--- config.mk ---
export PLATFORM = sky130hd
export DESIGN_NAME = mem_port_arbiter
export DESIGN_NICKNAME = d
export VERILOG_FILES = /design/src/rtl/mem_port_arbiter.sv
export SDC_FILE = /design/constraint.sdc
export NUM_CORES = 1
export LEC_CHECK = 0
export ABC_AREA = 1
export CAP_MARGIN = 20
export CORE_AREA = 8 8 148 150
export DETAILED_ROUTE_END_ITERATION = 6
export DIE_AREA = 0 0 156 158
export GPL_ROUTABILITY_DRIVEN = 0
export PLACE_DENSITY = 0.8
export SYNTH_ARGS = -nofsm -noshare
export SYNTH_HDL_FRONTEND = slang
export SYNTH_SLANG_ARGS = --single-unit
--- constraint.sdc ---
create_clock -name clk -period 2 [get_ports clk]
set_clock_uncertainty 0.1 [all_clocks]
set_input_delay 0.5 -clock clk [delete_from_list [all_inputs] [get_ports clk]]
set_output_delay 0.5 -clock clk [all_outputs]
set_load 0.02 [all_outputs]
--- src/rtl/mem_port_arbiter.sv ---
// Round-robin arbiter sharing one memory port between an instruction-side and a data-side cache controller.
// Optional access timeout is compiled in with `define MEM_ARB_TIMEOUT_EN.
module mem_port_arbiter #(
  parameter int ADDR_W  = 10,
  parameter int WORD_W  = 32,
  parameter int LINE_W  = 128,
  parameter int TIMEOUT = 255
) (
  input  logic              clk,
  input  logic              rst,
  input  logic              r0_req,
  input  logic              r0_we,
  input  logic [ADDR_W-1:0] r0_addr,
  input  logic [WORD_W-1:0] r0_wdata,
  output logic              r0_ack,
  input  logic              r1_req,
  input  logic              r1_we,
  input  logic [ADDR_W-1:0] r1_addr,
  input  logic [WORD_W-1:0] r1_wdata,
  output logic              r1_ack,
  output logic [LINE_W-1:0] rdata,
  output logic              err,
  output logic              mem_read_en,
  output logic              mem_write_en,
  output logic [ADDR_W-1:0] mem_addr,
  output logic [WORD_W-1:0] mem_wdata,
  input  logic              mem_ready,
  input  logic [LINE_W-1:0] mem_rdata,
  output logic [1:0]        grant,
  output logic              busy
);

  typedef enum logic [1:0] {IDLE, ACCESS, RESP} state_t;

  state_t              state_q;
  logic                last_grant_q;
  logic                we_q;
  logic [1:0]          grant_q;
  logic                r0_ack_q;
  logic                r1_ack_q;
  logic                rd_en_q;
  logic                wr_en_q;
  logic [ADDR_W-1:0]   addr_q;
  logic [WORD_W-1:0]   wdata_q;
  logic [LINE_W-1:0]   rdata_q;
  logic                pick1;

  // On a tie the requester that did not win last time goes next.
  assign pick1 = r1_req & (~r0_req | ~last_grant_q);

`ifdef MEM_ARB_TIMEOUT_EN
  localparam int CNT_W = $clog2(TIMEOUT + 1);
  logic [CNT_W-1:0] cnt_q;
  logic             err_q;
  assign err = err_q;
`else
  assign err = 1'b0;
`endif

  always_ff @(posedge clk or negedge rst) begin
    if (!rst) begin
      state_q      <= IDLE;
      last_grant_q <= 1'b0;
      we_q         <= 1'b0;
      grant_q      <= 2'b00;
      r0_ack_q     <= 1'b0;
      r1_ack_q     <= 1'b0;
      rd_en_q      <= 1'b0;
      wr_en_q      <= 1'b0;
      addr_q       <= '0;
      wdata_q      <= '0;
      rdata_q      <= '0;
`ifdef MEM_ARB_TIMEOUT_EN
      cnt_q        <= '0;
      err_q        <= 1'b0;
`endif
    end else begin
      r0_ack_q <= 1'b0;
      r1_ack_q <= 1'b0;
      case (state_q)
        IDLE: begin
          if (r0_req || r1_req) begin
            grant_q <= pick1 ? 2'b10 : 2'b01;
            addr_q  <= pick1 ? r1_addr  : r0_addr;
            wdata_q <= pick1 ? r1_wdata : r0_wdata;
            we_q    <= pick1 ? r1_we    : r0_we;
            rd_en_q <= pick1 ? ~r1_we   : ~r0_we;
            wr_en_q <= pick1 ? r1_we    : r0_we;
`ifdef MEM_ARB_TIMEOUT_EN
            cnt_q   <= '0;
`endif
            state_q <= ACCESS;
          end
        end
        ACCESS: begin
          // A ready arriving on the limit cycle still completes normally.
          if (mem_ready) begin
            rdata_q      <= mem_rdata;
            rd_en_q      <= 1'b0;
            wr_en_q      <= 1'b0;
            r0_ack_q     <= grant_q[0];
            r1_ack_q     <= grant_q[1];
            last_grant_q <= grant_q[1];
            state_q      <= RESP;
`ifdef MEM_ARB_TIMEOUT_EN
          end else if (cnt_q == CNT_W'(TIMEOUT - 1)) begin
            rdata_q      <= '0;
            err_q        <= 1'b1;
            rd_en_q      <= 1'b0;
            wr_en_q      <= 1'b0;
            r0_ack_q     <= grant_q[0];
            r1_ack_q     <= grant_q[1];
            last_grant_q <= grant_q[1];
            state_q      <= RESP;
          end else begin
            cnt_q <= cnt_q + CNT_W'(1);
`endif
          end
        end
        RESP: begin
          grant_q <= 2'b00;
`ifdef MEM_ARB_TIMEOUT_EN
          err_q   <= 1'b0;
`endif
          state_q <= IDLE;
        end
        default: state_q <= IDLE;
      endcase
    end
  end

  assign r0_ack       = r0_ack_q;
  assign r1_ack       = r1_ack_q;
  assign rdata        = rdata_q;
  assign mem_read_en  = rd_en_q;
  assign mem_write_en = wr_en_q;
  assign mem_addr     = addr_q;
  assign mem_wdata    = wdata_q;
  assign grant        = grant_q;
  assign busy         = (state_q != IDLE);

endmodule

; After elaboration in Yosys (flattened, before gate mapping)
; Cells that the tools add are included.
[word_totals]
reg_bits = 179
in_bits = 219
out_inout_bits = 178
[op_classes]
n_eq_ne = 4
mux = 19
n_bitwise = 6
reduce_logical = 10
[op_table]
columns = op, count
row1 = 2-to-1 mux 32 bit, 1
row2 = 2-to-1 mux 10 bit, 1
row3 = 2-to-1 mux 1 bit, 9
row4 = 2-to-1 mux 2 bit, 4
row5 = case mux 2 bit (2 select lines), 2
row6 = AND reduction 2 bit, 4
row7 = nonzero test 2 bit, 3
row8 = inequality test 2 bit (second input constant), 2
row9 = inverter 1 bit, 4
row10 = case mux 1 bit (2 select lines), 2
row11 = AND reduction 3 bit, 1
row12 = == test 2 x 1 -> 1 bit (second input constant), 1
row13 = == test 2 bit (second input constant), 1
row14 = zero test 2 bit, 1
row15 = AND 1 bit, 1
row16 = logical OR 1 bit, 1
row17 = OR 1 bit, 1

; Longest topological paths before layout
; Gate-level depths: netlist (run 1).
[depth]
word_depth = 6
ltp_mapped = 7

; Worst setup path before layout (run 1)
; Ideal clock, no wire load.
[synth_path]
kind = input port to flip-flop
startpoint = input port r1_req
endpoint = register state_q[0]
setup_ns = 0.128
t_arrival_ns = 1.181
t_required_ns = 1.772
slack_ns = 0.591
cell_stages = 4
path_cell_list = buf_2 > o21ai_2 > buf_2 > o31ai_1
[synth_via]
elab_chain_len = 3
[synth_lines]
columns = element, line
row1 = from (decl), 16  ; input logic r1_req,
row2 = logical OR 1 bit, 82  ; if (r0_req || r1_req) begin
row3 = inequality test 2 bit (no source line), -
row4 = AND reduction 2 bit (no source line), -
row5 = to (signal assigned), 92  ; state_q <= ACCESS;
row6 = to (signal assigned), 104  ; state_q <= RESP;
row7 = to (signal assigned), 125  ; state_q <= IDLE;
row8 = to (decl), 35  ; state_t state_q;
; Every way passes these cells.
; A chain may end at the register's enable or synchronous reset.

; Worst setup path in the final report (run 1)
[layout_path]
startpoint = register wdata_q[11], in the netlist mem_wdata[11]
endpoint = output port mem_wdata[11]
[layout_lines]
columns = element, line
row1 = from (decl), 44  ; logic [WORD_W-1:0] wdata_q;
row2 = from (signal assigned), 85  ; wdata_q <= pick1 ? r1_wdata : r0_wdata;
row3 = to (decl), 26  ; output logic [WORD_W-1:0] mem_wdata,
; No word-level cell between the ends.

==> results of run 1 <==
[metal layers]
metal	global-route usage, %	vias up
li1	-	3388
met1	23.9	3363
met2	36.1	382
met3	8.95	66
met4	10.8	2
met5	0	-
[flip-flops by register name, indices dropped and copies added (netlist names)]
name,count
mem_addr,10
rdata,128
r1_ack,1
grant,2
mem_read_en,1
mem_wdata,32
r0_ack,1
last_grant_q,1
mem_write_en,1
state_q,2
[power by group]
part	switching, mW	internal, mW	total, mW	leakage, nW
sequential	0.914	5.34	6.26	2.22
clock	1.52	1.77	3.29	0.279
combinational	5.51	3.48	8.99	3.92
[worst max path at each step]
stage,from,end,slack (ns),depth (start not counted)
2_1_floorplan,r1_req,state_q[0],0.59,4
3_5_place_dp,mem_ready,rdata[93],0.05,6
5_1_grt,r0_ack,r0_ack,0.004,1
6_report,mem_wdata[11],mem_wdata[11],0.04,1
4_1_cts,mem_wdata[2],mem_wdata[2],0.0007,1
3_3_place_gp,mem_ready,rdata[108],0.1,6
[cell families (layout without fill, tap and decap cells)]
kind of cell           after synthesis  after routing  share of synthesized area (%)
AND/OR/NAND/NOR                    572            572                           33.1
flip-flops                         179            179                           62.4
buffers and inverters               62            468                           3.92
AO/OA/AOI/OAI                        6              6                          0.506
other                                1              1                         0.0523
[final cells by class]
cell class	instances	area (sq um)
Fill cell	1693	7610
Sequential cell	179	4480
Timing Repair Buffer	428	4260
Multi-Input combinational cell	579	2420
Clock buffer	19	433
Tap cell	270	338
Clock inverter	13	138
Inverter	8	32.5
[placed cells by master, fill, tap and decap left out]
cell type,instances
a21oi_1,1
buf_12,15
buf_4,17
buf_6,1
bufinv_16,1
clkbuf_1,2
clkbuf_16,17
clkbuf_2,1
clkdlybuf4s50_1,219
clkinv_2,1
clkinv_4,2
clkinvlp_4,1
conb_1,1
dfrtp_1,179
dlygate4sd2_1,150
dlygate4sd3_1,1
dlymetal6s2s_1,24
inv_1,6
inv_2,1
inv_4,1
inv_6,5
inv_8,3
nand2_1,436
nand3_1,88
nand3_4,1
nand4_1,42
nor2_1,3
nor2_2,2
o21ai_0,3
o21ai_2,1
o31ai_1,1
[what timing repair did]
item	CTS	global route
hold buffers	1	0
endpoints found under the setup margin	151	25
gates resized for setup	153	25
endpoints found under the hold margin	23	0
==> flow_metrics.py, run 1 <==
metrics = {
    "worst_setup_path": {
        "path_buf_inv": 1,
        "cp_slowest_cell": "clkdlybuf4s50_1",
        "cp_max_fo": 2,
        "path_cells": "clkdlybuf4s50_1",
        "reg2reg_depth": 7,
        "max_stage_delay_ns": 0.61,
        "cp-end-kind": "output port",
        "start_kind": "flip-flop",
        "arrival_ns": 1.36,
        "timing.rr.start": "state_q[0]",
        "cpLargestDelayFamily": "buffers and inverters",
        "reg2reg_slack_ns": 0.38,
        "crit_type": "flip-flop to output port",
        "crit_required_ns": 1.40,
        "r2r_end": "mem_wdata[7]",
    },
    "clocking": {
        "postCtsSetupBuffers": 0,
        "cts_made_buffers": 17,
        "cts_tree": "done",
        "clkTransAtPathRegs_ns": 0.07,
        "htree_levels": 4,
        "clock_latency_ns": 0.40,
        "numClockSinks": 179,
        "cts_root_buf": "clkbuf_16",
        "clock_path_buffers": 2,
    },
    "die": {
        "io_pins": 397,
        "die_area_sq_um": 24600,
        "rows": 52,
        "initial_core_util_pct": 36.4,
        "die_y_microns": 158,
        "fp.dieW_microns": 156,
        "core_area_sq_um": 19700,
    },
    "placement": {
        "hpwl_microns": 20600,
        "placed_cells": 1463,
        "placed_cell_area_sq_um": 11700,
        "dp_slack_ns": 0.0513,
        "io_buffer_count": 395,
    },
    "global_routing": {
        "grt_max_degree": 67,
        "grt_pass1_vias": 7610,
        "grt_overflow_total": 0,
        "grt_use_total_pct": 21.8,
        "antenna_found_initial": 1,
        "grt_pass1_wl_microns": 41700,
    },
    "synth": {
        "async_reset_ff_share_pct": 100,
        "synth_cell_types": 17,
        "synth-seq-cells": 179,
        "synthMostInstantiatedCell": "nand2_1",
        "syn_area_sq_um": 7170,
        "syn_nets": 1039,
        "synth_top_area_share_pct": 62.4,
        "yosys_warnings": 0,
        "netlist_instances": 820,
        "synth_edf_count": 0,
        "synthTopCellsByArea": "dfrtp_1 (62%), nand2_1 (23%), nand3_1 (6.1%)",
        "synth_area_leader_cell": "dfrtp_1",
        "ys_seq_area_share_pct": 62.4,
        "synth.avg_cell_area_sq_um": 8.75,
        "synthFlopType": "dfrtp_1",
        "ys_top_cells_by_count": "nand2_1 (436), dfrtp_1 (179), nand3_1 (88)",
    },
    "drt": {
        "wl_met1_microns": 9890,
        "maxUsedRoutingLayer": "met5",
        "ant_nets": 0,
        "wl_per_cell_microns": 18.2,
        "drt_iter0_drc": 494,
        "dr_wl_met3_microns": 2980,
        "drc": 0,
        "vias": 7201,
        "dr_wl_met2_microns": 13300,
        "first_pass_iters": 4,
        "via_per_inst": 4.81,
        "wirelength_microns": 27300,
    },
    "worst_hold_path": {
        "whs_path_depth": 2,
        "worstHoldStart": "rdata[73]",
        "min_path_type": "flip-flop to flip-flop",
        "hold_path_end": "rdata[73]",
    },
    "timing": {
        "worst_slack_ns": 0.0394,
        "setup_tns_ns": 0,
        "hold_viol_final": 0,
        "rsz0062_at_grt": "false",
        "fin_crit_sh_pct": 98.0,
        "fin_crit_ns": 1.96,
        "timing.fmax_ghz": 0.510,
        "hold_ws_ns": 0.373,
        "setup_viol": 0,
        "finalMaxSlewViolations": 0,
    },
    "cells_and_area": {
        "drive_gt1_share_pct": 5.71,
        "syn2layout_area_growth_pct": 68.7,
        "antennaDiodeCount": 0,
        "fin_area_sq_um": 12100,
        "nNetsFinal": 1432,
        "fin_util_pct": 61.4,
        "stdcell_count": 1496,
    },
    "pwr": {
        "leakage_nw": 6.42,
        "p_per_area_nw_per_um2": 1530,
        "design_power_total_mw": 18.5,
        "irDropWorstVdd_v": 0.000840,
    },
    "job": {
        "drv_cap": 0,
    },
    "outcome": {
        "status": "finished, final reports clean",
    },
}
(Power assumes the default switching activity.)
==> run 2: changes to the inputs <==
--- a/config.mk
+++ b/config.mk
@@ -6,11 +6,11 @@
 export NUM_CORES = 1
 export LEC_CHECK = 0
 export ABC_AREA = 1
-export CAP_MARGIN = 20
 export CORE_AREA = 8 8 148 150
 export DETAILED_ROUTE_END_ITERATION = 6
 export DIE_AREA = 0 0 156 158
 export GPL_ROUTABILITY_DRIVEN = 0
+export HOLD_SLACK_MARGIN = 0.08
 export PLACE_DENSITY = 0.8
 export SYNTH_ARGS = -nofsm -noshare
 export SYNTH_HDL_FRONTEND = slang
==> results of run 2 <==
Same layout as run 1: the final DEF is identical, and so are final timing and power.
==> run 3: changes to the inputs <==
--- a/config.mk
+++ b/config.mk
@@ -6,9 +6,10 @@
 export NUM_CORES = 1
 export LEC_CHECK = 0
 export ABC_AREA = 1
-export CORE_AREA = 8 8 148 150
+export ABC_CLOCK_PERIOD_IN_PS = 1690
+export CORE_MARGIN = 8
+export CORE_UTILIZATION = 35
 export DETAILED_ROUTE_END_ITERATION = 6
-export DIE_AREA = 0 0 156 158
 export GPL_ROUTABILITY_DRIVEN = 0
 export HOLD_SLACK_MARGIN = 0.08
 export PLACE_DENSITY = 0.8
==> constraint.sdc (replaced) <==
create_clock -name clk -period 1.69 [get_ports clk]
set_clock_uncertainty 0.1 [all_clocks]
set_input_delay 0.4225 -clock clk [delete_from_list [all_inputs] [get_ports clk]]
set_output_delay 0.4225 -clock clk [all_outputs]
set_load 0.02 [all_outputs]
==> run 3 against run 2 <==
Clock power up 18%. Register-to-register slack worse by 0.19 ns. Power up 19%. Highest routed layer is now met4. Critical endpoint is now mem_wdata[2]. Largest power group unchanged. Core utilization down 1.4 points. Non-clock buffer count up 9. Sequential power up 19%.
==> flow_metrics.py, run 3 (synthesis gave the netlist of run 1 again) <==
metrics = {
    "outcome": {
        "status": "finished, final reports clean",
    },
    "cells_and_area": {
        "stdcell_count": 1505,
        "ff_latch_area_sq_um": 4480,
        "syn2layout_area_growth_pct": 68.6,
        "antennaDiodeCount": 0,
        "final_common_cell": "nand2_1",
        "final_cell_mix": "nand2_1 (435), clkdlybuf4s50_1 (217), dfrtp_1 (179)",
        "nFillCells": 1710,
        "nNetsFinal": 1441,
        "fin_util_pct": 60.0,
        "multiInputGateArea_sq_um": 2420,
        "largest_register_ffs": 128,
        "drive_gt1_share_pct": 9.55,
    },
    "worst_setup_path": {
        "worstSetupPathDepth": 1,
        "path_buf_inv": 1,
        "max_stage_delay_ns": 0.39,
        "cp_max_fo": 2,
        "start_kind": "flip-flop",
        "path_cells": "dlygate4sd2_1",
        "cpLargestDelayFamily": "flip-flops",
        "arrival_ns": 1.14,
        "crit_required_ns": 1.17,
        "cp-end-kind": "output port",
        "cp_slowest_cell": "dfrtp_1",
        "reg2reg_depth": 6,
        "crit_type": "flip-flop to output port",
    },
    "timing": {
        "hold_viol_final": 0,
        "timing.fmax_ghz": 0.601,
        "worst_slack_ns": 0.0253,
        "fin_crit_ns": 1.66,
        "rsz0062_at_grt": "false",
        "hold_ws_ns": 0.366,
        "fin_crit_sh_pct": 98.5,
        "setup_viol": 0,
        "finalMaxSlewViolations": 0,
    },
    "drt": {
        "drt_iter0_drc": 522,
        "ant_nets": 0,
        "via_per_inst": 4.84,
        "drc": 0,
        "vias": 7289,
        "wirelength_microns": 27200,
        "wl_per_cell_microns": 18.1,
        "first_pass_iters": 5,
    },
    "clocking": {
        "htree_levels": 4,
        "numClockSinks": 179,
        "clkTransAtPathRegs_ns": 0.07,
        "cts_made_buffers": 17,
        "cts_tree": "done",
        "cts_root_buf": "clkbuf_16",
        "clock_latency_ns": 0.42,
        "clock_path_buffers": 2,
        "postCtsSetupBuffers": 0,
    },
    "job": {
        "drv_cap": 0,
    },
    "die": {
        "rows": 52,
        "die_area_sq_um": 25300,
        "initial_core_util_pct": 35.6,
        "fp.dieW_microns": 159,
        "die_y_microns": 159,
        "io_pins": 397,
        "core_area_sq_um": 20200,
    },
    "global_routing": {
        "grt_pass1_wl_microns": 43300,
        "grt_pass1_vias": 7614,
        "grt_max_degree": 50,
        "antenna_found_initial": 0,
        "grt_overflow_total": 0,
        "grt_use_total_pct": 21.2,
    },
    "placement": {
        "dp_slack_ns": -0.269,
        "placed_cells": 1472,
        "hpwl_microns": 20600,
        "io_buffer_count": 395,
    },
    "pwr": {
        "irDropWorstVdd_v": 0.000926,
        "p_per_area_nw_per_um2": 1820,
        "leakage_nw": 6.01,
        "design_power_total_mw": 22.0,
    },
    "worst_hold_path": {
        "min_path_type": "input pin to async pin",
    },
}
[run 3: path summary, 6_finish.rpt]
kind                              start             to  slack (ns)
max                        mem_wdata[2]   mem_wdata[2]        0.03
min                                 rst       rdata[3]        0.37
max reg2reg                  state_q[0]  mem_wdata[21]        0.19
min reg2reg                   rdata[61]      rdata[61]        0.37
max in group asynchronous           rst  mem_wdata[19]        0.52
min in group clk              rdata[61]      rdata[61]        0.37
[run 3: repair_timing]
action / 4_1_cts / 5_1_grt
endpoints found under the setup margin: 177 / 115
endpoints found under the hold margin: 36 / 0
gates resized for setup: 230 / 126
hold buffers: 1 / 0
[run 3: layout make-up]
type                            instances  area share [%]
Clock inverter                         14            1.14
Clock buffer                           18            3.63
Timing Repair Buffer                  437            35.1
Multi-Input combinational cell        579            20.0
Inverter                                8           0.269
Tap cell                              270            2.79
Sequential cell                       179            37.0
[run 3: layer usage]
metal | part of all wire [%] | global-route usage [%]
met1 | 38 | 23.8
met2 | 49 | 36.0
met3 | 11 | 9.44
met4 | 1.7 | 5.92
met5 | 0 | 0
[run 3: per-stage QoR]
step | setup TNS [ns] | area, sq um
after CTS | 0 | 12100
after detailed placement | -23.44 | 11700
after global routing | 0 | 12100
after floorplan | 0 | 7170
after global placement | -15.87 | 11700
final | 0 | 12100
[run 3: power by group]
part	switching, mW	internal, mW
combinational	6.50	4.18
clock	1.87	2.00
sequential	1.13	6.32
total	9.50	12.5
